<file path="config.mk">
export PLATFORM = sky130hd
export DESIGN_NAME = grey_frame_writer_flat
export DESIGN_NICKNAME = d
export VERILOG_FILES = /design/src/rtl/grey_frame_writer_if.sv /design/src/rtl/grey_frame_writer.sv /design/src/flat_wrapper.sv
export SDC_FILE = /design/constraint.sdc
export NUM_CORES = 1
export LEC_CHECK = 0
export BUFFER_PORTS_ARGS = -buffer_cell sky130_fd_sc_hd__buf_2
export CAP_MARGIN = 10
export CORE_MARGIN = 3
export CORE_UTILIZATION = 35
export DETAILED_ROUTE_END_ITERATION = 6
export PLACE_DENSITY = 0.63
export REMOVE_ABC_BUFFERS = 1
export SLEW_MARGIN = 25
export SYNTH_ARGS = -nofsm -noshare
export SYNTH_HDL_FRONTEND = slang
export SYNTH_SLANG_ARGS = --single-unit
</file>
<file path="constraint.sdc">
create_clock -name clk -period 4.6 [get_ports clk]
set_input_delay 0.23 -clock clk [delete_from_list [all_inputs] [get_ports clk]]
set_output_delay 0.23 -clock clk [all_outputs]
set_load 0.05 [all_outputs]
</file>
<file path="src/rtl/grey_frame_writer_if.sv">
// Pixel-side and write-port signals of grey_frame_writer, bundled.
// The slave modport is the scheduler's view; master is the packer/memory side.
interface grey_frame_writer_if #(
   parameter int output_width = 15,
   parameter int addr_width   = 20
) ();
   logic                    f_val;
   logic                    d_val;
   logic [output_width-1:0] data_in1;
   logic [output_width-1:0] data_in2;
   logic                    wr_ready;
   logic                    wr_en;
   logic [output_width-1:0] wr_data;
   logic [addr_width-1:0]   wr_addr;

   modport master (
      output f_val, d_val, data_in1, data_in2, wr_ready,
      input  wr_en, wr_data, wr_addr
   );

   modport slave (
      input  f_val, d_val, data_in1, data_in2, wr_ready,
      output wr_en, wr_data, wr_addr
   );
endinterface

</file>
<file path="src/rtl/grey_frame_writer.sv">
// Frame-synchronous write scheduler: buffers up to two pixels and serialises
// each into two word writes at frame-relative addresses 2*index and 2*index+1.
module grey_frame_writer #(
   parameter int num_rows     = 480,
   parameter int num_cols     = 640,
   parameter int output_width = 15,
   parameter int addr_width   = 20
) (
   input  logic                  clk,
   input  logic                  rst,
   grey_frame_writer_if.slave    wr_if,
   output logic                  frame_start,
   output logic                  frame_done,
   output logic                  overflow,
   output logic [addr_width-1:0] pix_count,
   output logic                  busy
);
   localparam logic [addr_width-1:0] idx_limit = addr_width'(num_rows * num_cols);

   typedef enum logic [1:0] {IDLE, WAIT, ACTIVE, DRAIN} state_t;

   state_t                  state_reg, state_next;
   logic                    f_val_reg;
   logic [addr_width-1:0]   idx_reg;
   logic [1:0]              count_reg;
   logic                    rd_ptr_reg, wr_ptr_reg, phase_reg;
   logic                    start_next, done_next;

   logic [output_width-1:0] word1_mem [2];
   logic [output_width-1:0] word2_mem [2];
   logic [addr_width-1:0]   base_mem  [2];

   logic                    not_empty, xfer, pop, pix_valid, in_range, push, drop;
   logic [addr_width-1:0]   base_addr;

   assign not_empty = (count_reg != 2'd0);
   assign xfer      = not_empty & wr_if.wr_ready;
   assign pop       = xfer & phase_reg;
   assign pix_valid = (state_reg == ACTIVE) & wr_if.f_val & wr_if.d_val;
   assign in_range  = (idx_reg < idx_limit);
   // A full buffer still accepts when the head pixel's second word leaves now.
   assign push      = pix_valid & in_range & ((count_reg != 2'd2) | pop);
   assign drop      = pix_valid & ~push;
   assign base_addr = {idx_reg[addr_width-2:0], 1'b0};

   assign wr_if.wr_en   = xfer;
   assign wr_if.wr_data = !not_empty ? '0 :
                          (phase_reg ? word2_mem[rd_ptr_reg] : word1_mem[rd_ptr_reg]);
   assign wr_if.wr_addr = !not_empty ? '0 :
                          base_mem[rd_ptr_reg] + addr_width'(phase_reg);

   always_comb begin
      state_next = state_reg;
      start_next = 1'b0;
      done_next  = 1'b0;
      case (state_reg)
         IDLE:   if (!wr_if.f_val) state_next = WAIT;
         WAIT: begin
            if (!f_val_reg && wr_if.f_val) begin
               state_next = ACTIVE;
               start_next = 1'b1;
            end
         end
         ACTIVE: if (!wr_if.f_val) state_next = DRAIN;
         DRAIN: begin
            // Finish as soon as the buffer is empty after this cycle's transfer.
            if (count_reg == 2'd0 || (count_reg == 2'd1 && pop)) begin
               state_next = WAIT;
               done_next  = 1'b1;
            end
         end
         default: state_next = IDLE;
      endcase
   end

   always_ff @(posedge clk or posedge rst) begin
      if (rst) begin
         state_reg   <= IDLE;
         f_val_reg   <= 1'b0;
         idx_reg     <= '0;
         count_reg   <= 2'd0;
         rd_ptr_reg  <= 1'b0;
         wr_ptr_reg  <= 1'b0;
         phase_reg   <= 1'b0;
         frame_start <= 1'b0;
         frame_done  <= 1'b0;
         overflow    <= 1'b0;
         pix_count   <= '0;
         busy        <= 1'b0;
      end else begin
         state_reg   <= state_next;
         f_val_reg   <= wr_if.f_val;
         frame_start <= start_next;
         frame_done  <= done_next;
         busy        <= (state_next == ACTIVE) || (state_next == DRAIN);

         if (start_next)
            overflow <= 1'b0;
         else if (drop)
            overflow <= 1'b1;

         // Dropped pixels still consume an index so geometry is preserved.
         if (start_next)
            idx_reg <= '0;
         else if (pix_valid && in_range)
            idx_reg <= idx_reg + 1'b1;

         if (start_next)
            pix_count <= '0;
         else if (pop)
            pix_count <= pix_count + 1'b1;

         if (push)
            wr_ptr_reg <= ~wr_ptr_reg;

         if (pop) begin
            rd_ptr_reg <= ~rd_ptr_reg;
            phase_reg  <= 1'b0;
         end else if (xfer) begin
            phase_reg  <= 1'b1;
         end

         case ({push, pop})
            2'b10:   count_reg <= count_reg + 2'd1;
            2'b01:   count_reg <= count_reg - 2'd1;
            default: count_reg <= count_reg;
         endcase
      end
   end

   generate
      for (genvar gi = 0; gi < 2; gi++) begin : g_entry
         always_ff @(posedge clk) begin
            if (push && wr_ptr_reg == 1'(gi)) begin
               word1_mem[gi] <= wr_if.data_in1;
               word2_mem[gi] <= wr_if.data_in2;
               base_mem[gi]  <= base_addr;
            end
         end
      end
   endgenerate
endmodule
</file>
<file path="src/flat_wrapper.sv">
// flat-port wrapper written by rule: the top's interface ports become plain ports
module grey_frame_writer_flat 
#(
   parameter int num_rows     = 480,
   parameter int num_cols     = 640,
   parameter int output_width = 15,
   parameter int addr_width   = 20
)
  (clk, rst, frame_start, frame_done, overflow, pix_count, busy, wr_if_f_val, wr_if_d_val, wr_if_data_in1, wr_if_data_in2, wr_if_wr_ready, wr_if_wr_en, wr_if_wr_data, wr_if_wr_addr);
  grey_frame_writer_if #(.output_width(output_width), .addr_width(addr_width)) wr_if_i ();
  input  logic clk;
  input  logic rst;
  output logic frame_start;
  output logic frame_done;
  output logic overflow;
  output logic [addr_width-1:0] pix_count;
  output logic busy;
  input wire logic [$bits(wr_if_i.f_val)-1:0] wr_if_f_val;
  input wire logic [$bits(wr_if_i.d_val)-1:0] wr_if_d_val;
  input wire logic [$bits(wr_if_i.data_in1)-1:0] wr_if_data_in1;
  input wire logic [$bits(wr_if_i.data_in2)-1:0] wr_if_data_in2;
  input wire logic [$bits(wr_if_i.wr_ready)-1:0] wr_if_wr_ready;
  output wire logic [$bits(wr_if_i.wr_en)-1:0] wr_if_wr_en;
  output wire logic [$bits(wr_if_i.wr_data)-1:0] wr_if_wr_data;
  output wire logic [$bits(wr_if_i.wr_addr)-1:0] wr_if_wr_addr;
  assign wr_if_i.f_val = wr_if_f_val;
  assign wr_if_i.d_val = wr_if_d_val;
  assign wr_if_i.data_in1 = wr_if_data_in1;
  assign wr_if_i.data_in2 = wr_if_data_in2;
  assign wr_if_i.wr_ready = wr_if_wr_ready;
  assign wr_if_wr_en = wr_if_i.wr_en;
  assign wr_if_wr_data = wr_if_i.wr_data;
  assign wr_if_wr_addr = wr_if_i.wr_addr;
  grey_frame_writer #(.num_rows(num_rows), .num_cols(num_cols), .output_width(output_width), .addr_width(addr_width)) u_core (.clk(clk), .rst(rst), .wr_if(wr_if_i), .frame_start(frame_start), .frame_done(frame_done), .overflow(overflow), .pix_count(pix_count), .busy(busy));
endmodule
</file>
# [Word level (Yosys, flattened, before mapping)]
# Memory sizes are Yosys's and may differ from the RTL's.
# Index checks and enable logic that the tools add are counted.
# Widths: inputs -> output; s select.
[totals] reg_bits=52 ramBits=98 in_bits=35 output_inout_bits=60 word_cells=94 n_memories=3
[memory_table] name="u_core.base_mem" words=2 word_bits=19 rd=1 rd_clocked_by_memory_dff=0 wr=1 line="grey_frame_writer.sv:31" rtl="logic [addr_width-1:0] base_mem [2];"
[memory_table] name="u_core.word1_mem" words=2 word_bits=15 rd=1 rd_clocked_by_memory_dff=0 wr=1 line="grey_frame_writer.sv:29" rtl="logic [output_width-1:0] word1_mem [2];"
[memory_table] name="u_core.word2_mem" words=2 word_bits=15 rd=1 rd_clocked_by_memory_dff=0 wr=1 line="grey_frame_writer.sv:30" rtl="logic [output_width-1:0] word2_mem [2];"
[op_classes] add_sub_neg=5 n_lt_le_gt_ge=1 n_eq_ne=9 muxes=34 bitwise=11 reduce_logical=19
[op_table] cell="$mux 20" n=5
[op_table] cell="$mux 15" n=4
[op_table] cell="$add 20x1->20 const B" n=2
[op_table] cell="$reduce_or 15->1" n=2
[op_table] cell="$add 20x1->20" n=1
[op_table] cell="$lt 20x19->1 const B" n=1
[op_table] cell="$mux 19" n=1
[op_table] cell="$reduce_or 19->1" n=1
[op_table] cell="$mux 1" n=18
[op_table] cell="$reduce_bool 2->1" n=6
[op_table] cell="$eq 2x2->1 const B" n=5
[op_table] cell="$mux 2" n=4
[op_table] cell="$pmux 2 s4" n=1
[op_table] cell="$and 1x1->1" n=7
[op_table] cell="$eq 2x1->1 const B" n=3
[op_table] cell="$logic_and 1x1->1" n=5
[op_table] cell="$logic_not 2->1" n=2
[op_table] cell="$pmux 2 s2" n=1
[op_table] cell="$not 1->1" n=3
[op_table] cell="$add 2x1->2 const B" n=1
[op_table] cell="$logic_or 1x1->1" n=2
[op_table] cell="$ne 2x2->1 const B" n=1
[op_table] cell="$sub 2x1->2 const B" n=1
[op_table] cell="$logic_not 1->1" n=1
[op_table] cell="$or 1x1->1" n=1

# [Longest topological paths before layout]
[depth] depth_word=10 ltp_mapped=8 ltp_nobuf=8

# [Least setup slack after synthesis]
# No wires, ideal clock.
[synth_timing] kind="register -> register" startpoint="register u_core.state_reg[0]" endpoint="memory u_core.base_mem[0][0] (netlist name) (enable)" setup_ns=0.456 arrival_ns=3.251 t_required_ns=4.144 path_slack_ns=0.893 path_stages_with_launch=6 path_buffers=1 period_less_slack_ns=3.707 cell_sequence="dfrtp_1 and4b_1 buf_2 nor2b_1 nand3_1 nor2_1"
[synth_via] elab_chain_cells=10 elab_cells_between_ends=14 cone_classes="eq/ne (1); mux (6); bitwise (4); reduce/logical (3)"
[synth_rtl] item="from (decl)" line="grey_frame_writer.sv:22" rtl="state_t state_reg, state_next;"
[synth_rtl] item="from (signal assigned)" line="grey_frame_writer.sv:91" rtl="state_reg <= state_next;"
[synth_rtl] item="$eq 2x2->1 (*)" line="grey_frame_writer.sv:39" rtl="assign pix_valid = (state_reg == ACTIVE) & wr_if.f_val & wr_if.d_val;"
[synth_rtl] item="$and 1x1->1 (*) (2 in a row)" line="grey_frame_writer.sv:39"
[synth_rtl] item="$and 1x1->1 (*) (2 in a row)" line="grey_frame_writer.sv:42" rtl="assign push = pix_valid & in_range & ((count_reg != 2'd2) | pop);"
[synth_rtl] item="$logic_and 1x1->1" line="grey_frame_writer.sv:134" rtl="if (push && wr_ptr_reg == 1'(gi)) begin"
[synth_rtl] item="$mux 1" line="grey_frame_writer.sv:134"
[synth_rtl] item="$mux 1 (not written as such)" line="grey_frame_writer.sv:137" rtl="base_mem[gi] <= base_addr;"
[synth_rtl] item="$reduce_or 19->1 (no line)"
[synth_rtl] item="$mux 1 (no line)"
[synth_rtl] item="to (decl)" line="grey_frame_writer.sv:31"
# Mark *: on every way between the ends. The rest lies on a longest branch, timed or not.

# [Final worst setup path]
[layout_timing] startpoint="register u_core.phase_reg" endpoint="memory u_core.base_mem[0][3] (netlist name) (enable)"
[layout_via] elab_chain_cells=8 elab_cells_between_ends=12 cone_classes="mux (6); bitwise (3); reduce/logical (3)"
[layout_rtl] item="from (decl)" line="grey_frame_writer.sv:26" rtl="logic rd_ptr_reg, wr_ptr_reg, phase_reg;"
[layout_rtl] item="from (signal assigned)" line="grey_frame_writer.sv:84" rtl="phase_reg <= 1'b0;"
[layout_rtl] item="from (signal assigned)" line="grey_frame_writer.sv:118" rtl="phase_reg <= 1'b0;"
[layout_rtl] item="from (signal assigned)" line="grey_frame_writer.sv:120" rtl="phase_reg <= 1'b1;"
[layout_rtl] item="$and 1x1->1 (*)" line="grey_frame_writer.sv:38" rtl="assign pop = xfer & phase_reg;"
[layout_rtl] item="$or 1x1->1 (*)" line="grey_frame_writer.sv:42"
[layout_rtl] item="$and 1x1->1 (*)" line="grey_frame_writer.sv:42"
[layout_rtl] item="$logic_and 1x1->1" line="grey_frame_writer.sv:134"
[layout_rtl] item="$mux 1" line="grey_frame_writer.sv:134"
[layout_rtl] item="$mux 1 (not written as such)" line="grey_frame_writer.sv:137"
[layout_rtl] item="$reduce_or 19->1 (no line)"
[layout_rtl] item="$mux 1 (no line)"
# Marked as above.

==> flow_summary.json <==
{
  "outcome": "complete, but fails checks",
  "violations": "negative hold slack",
  "switching_share_pct": 39.8,
  "grt.overflow.total": 0,
  "synth.distinct_cells": 42,
  "dp_slack_ps": 1580,
  "hold_class": "in2async",
  "worst_pin_slew_ps": 933,
  "row_count": 48,
  "routed_wl_mm": 13.0,
  "die_h_um": 140,
  "fin_nets": 617,
  "vias": 4043,
  "antenna_found_initial": 0,
  "whs_ps": -23.2,
  "cts_tree": "done",
  "netlist_area_sq_um": 6330,
  "coreArea_sq_um": 17500,
  "final-hold-violation-count": 26,
  "grt_setup_unrepaired": "no",
  "worstPathRequired_ps": 4700,
  "power.leakage_nw": 3.32,
  "dieArea_sq_um": 19700,
  "clock.fmax_ghz": 0.340,
  "avgRoutedWirePerCell_um": 16.0,
  "drtIter0Drc": 168,
  "drc": 0,
  "design.portCount": 95,
  "maxCapViolCount": 0,
  "cts_inserted_buffers": 17,
  "seq_area_frac_synth_pct": 67.1,
  "clk-insertion-delay-late_ps": 420,
  "largest_register_ff_count": 38,
  "synthCells": 446,
  "first_global_vias": 4128,
  "place.gp.congestion": 0.856,
  "dp_hpwl_mm": 8.64,
  "vdd_drop_max_mv": 0.401,
  "start_util_pct": 36.2,
  "pwr-share-comb_pct": 35.1,
  "fin_ws_ps": 1660,
  "viasPerCell": 4.97,
  "slew_violations": 0,
  "final_cell_mix": "edfxtp_1 (98), buf_2 (95), dfrtp_1 (51)",
  "synth-edff-count": 98,
  "drive_gt1_share_pct": 28.1,
  "powerDensity_nw_per_um2": 575,
  "die_w_um": 140,
  "area_delta_synth_final_pct": 25.0,
  "setup_viol": 0,
  "setup_tns_ps": 0,
  "worstSetupPathType": "reg2reg",
  "relSlewSlack_pct": 37.8,
  "drtPass1Iterations": 4,
  "grt_max_degree": 53,
  "h-tree-depth": 4,
  "p_seq_share_pct": 36.7,
  "finClkSkew_ps": 9.21,
  "cp-end-kind": "flop",
  "track_usage_pct": 13.6,
  "clkSlewWorstSetupHoldPaths_ps": 60,
  "p_int_mw": 2.74,
  "pwr-share-clk_pct": 28.2,
  "grt_first_pass_wirelength_mm": 21.2,
  "startpoint_type": "flop",
  "n_fill_cell": 1579,
  "clk_path_buf_depth": 2,
  "final_common_cell": "edfxtp_1",
  "synth-async-reset-ratio_pct": 34.7,
  "root_buffer": "clkbuf_16",
  "clock-sinks": 150,
  "detail-route-antenna-nets": 0,
  "reg_top3": "u_core.base_mem (38), u_core.word1_mem (30), u_core.word2_mem (30)",
  "port_buffers": 94,
  "yosys_warnings": 0,
  "p_switching_mw": 1.81,
  "post_cts_buffers": 0,
  "postCtsHoldBufs": 29,
  "cp_max_fo": 20,
  "placed_cells_incl_taps": 752,
  "timing.final.crit_share_pct": 64.0,
  "arrival_ps": 3040,
  "final_cells": 814,
  "syn_avg_cell_area_sq_um": 14.2,
  "post_cts_resized": 0,
  "fin_crit_ps": 2940,
  "regMostFlops": "u_core.base_mem",
  "synth_flop_cell": "edfxtp_1",
  "ys_ff_latch": 150
}
Yosys cell counts, types with 4 or more instances:
cell	n	share of area, %
and4_1	6	0.83
o31ai_1	4	0.47
nand2_1	31	1.8
or2_2	7	0.69
nor2_1	32	1.9
clkbuf_1	10	0.59
or4_1	10	1.2
o211ai_1	7	0.83
dfrtp_1	52	21
a21oi_1	15	1.2
nor2b_1	19	1.9
inv_1	8	0.47
mux4_2	15	5.3
and3_1	5	0.49
or3_1	4	0.40
xnor2_1	6	0.83
o21ai_0	11	0.87
nand4_1	10	0.99
xor2_1	7	0.97
buf_2	11	0.87
ha_1	6	1.2
edfxtp_1	98	47
mux2i_1	30	4.7
nand3_1	20	1.6
final cells by class:
| cell class | count | area (sq um) | area share [%] |
|---|---|---|---|
| clock inverters | 14 | 125 | 1.58 |
| inverters | 8 | 30.0 | 0.380 |
| flip-flops and latches | 150 | 4250 | 53.7 |
| well taps | 225 | 282 | 3.56 |
| diodes | 1 | 2.50 | 0.0316 |
| clock buffers | 17 | 425 | 5.38 |
| multi-input cells | 266 | 1970 | 24.9 |
| repair buffers | 133 | 833 | 10.5 |
per-layer routing:
metal  GRT usage [%]  share of wire, %  up-vias
li1                -                 -     1937
met3            4.81               6.8       19
met4            4.84               1.7        0
met5               0                 0        -
met1            18.1                46     1955
met2            20.8                46      132
power groups by stage:
stage | Sequential [mW] | Clock, mW | Combinational [mW]
finish | 1.67 | 1.28 | 1.60
global route | 1.69 | 1.38 | 1.71
CTS | 1.68 | 1.32 | 1.62
detailed placement | 1.70 | 0 | 1.60
global placement | 1.69 | 0 | 1.59
floorplan | 1.74 | 0 | 1.15
metrics by stage:
step / instance area (sq um) / util (%) / total power, mW
after floorplan: 6230 / - / 2.89
after global placement: 7060 / 40.4 / 3.28
after detailed placement: 7060 / 40.4 / 3.30
after CTS: 7900 / 45.2 / 4.61
after global routing: 7910 / 45.2 / 4.78
final: 7910 / 45.3 / 4.55
cells by family (layout without fill, tap and decap cells):
logic type                 Yosys count  in the layout  share of synthesized area [%]
other                                0              1                              0
AOI/OAI and AO/OA                   45             45                           4.45
and+or+nand+nor                    157            157                           13.3
buffers and inverters               30            172                           2.06
DFF                                150            150                           67.1
adders and majority gates            6              6                           1.19
xor gates and xnor gates            13             13                           1.80
muxes                               45             45                           10.1
final timing paths:
| path | from | end | slack, ps | cells past startpoint |
|---|---|---|---|---|
| setup / recovery | u_core.phase_reg | u_core.base_mem[0][3] | 1660 | 5 |
| hold / removal | rst | u_core.frame_start | -20 | 3 |
| setup reg to reg | u_core.phase_reg | u_core.base_mem[0][3] | 1660 | 5 |
| hold reg to reg | u_core.overflow | u_core.overflow | 510 | 1 |
| max in group asynchronous | rst | u_core.rd_ptr_reg | 4130 | 3 |
| min in group clk | wr_if_data_in2[14] | u_core.word2_mem[1][14] | 30 | 1 |
critical path, stage by stage, from the launching register on:
cell and delay, ps:
dfrtp_1 950, nand3b_2 260, nand2_1 140, nand3_1 300, nor2_4 570, buf_4 390
Power figures use the tool's default switching activity.
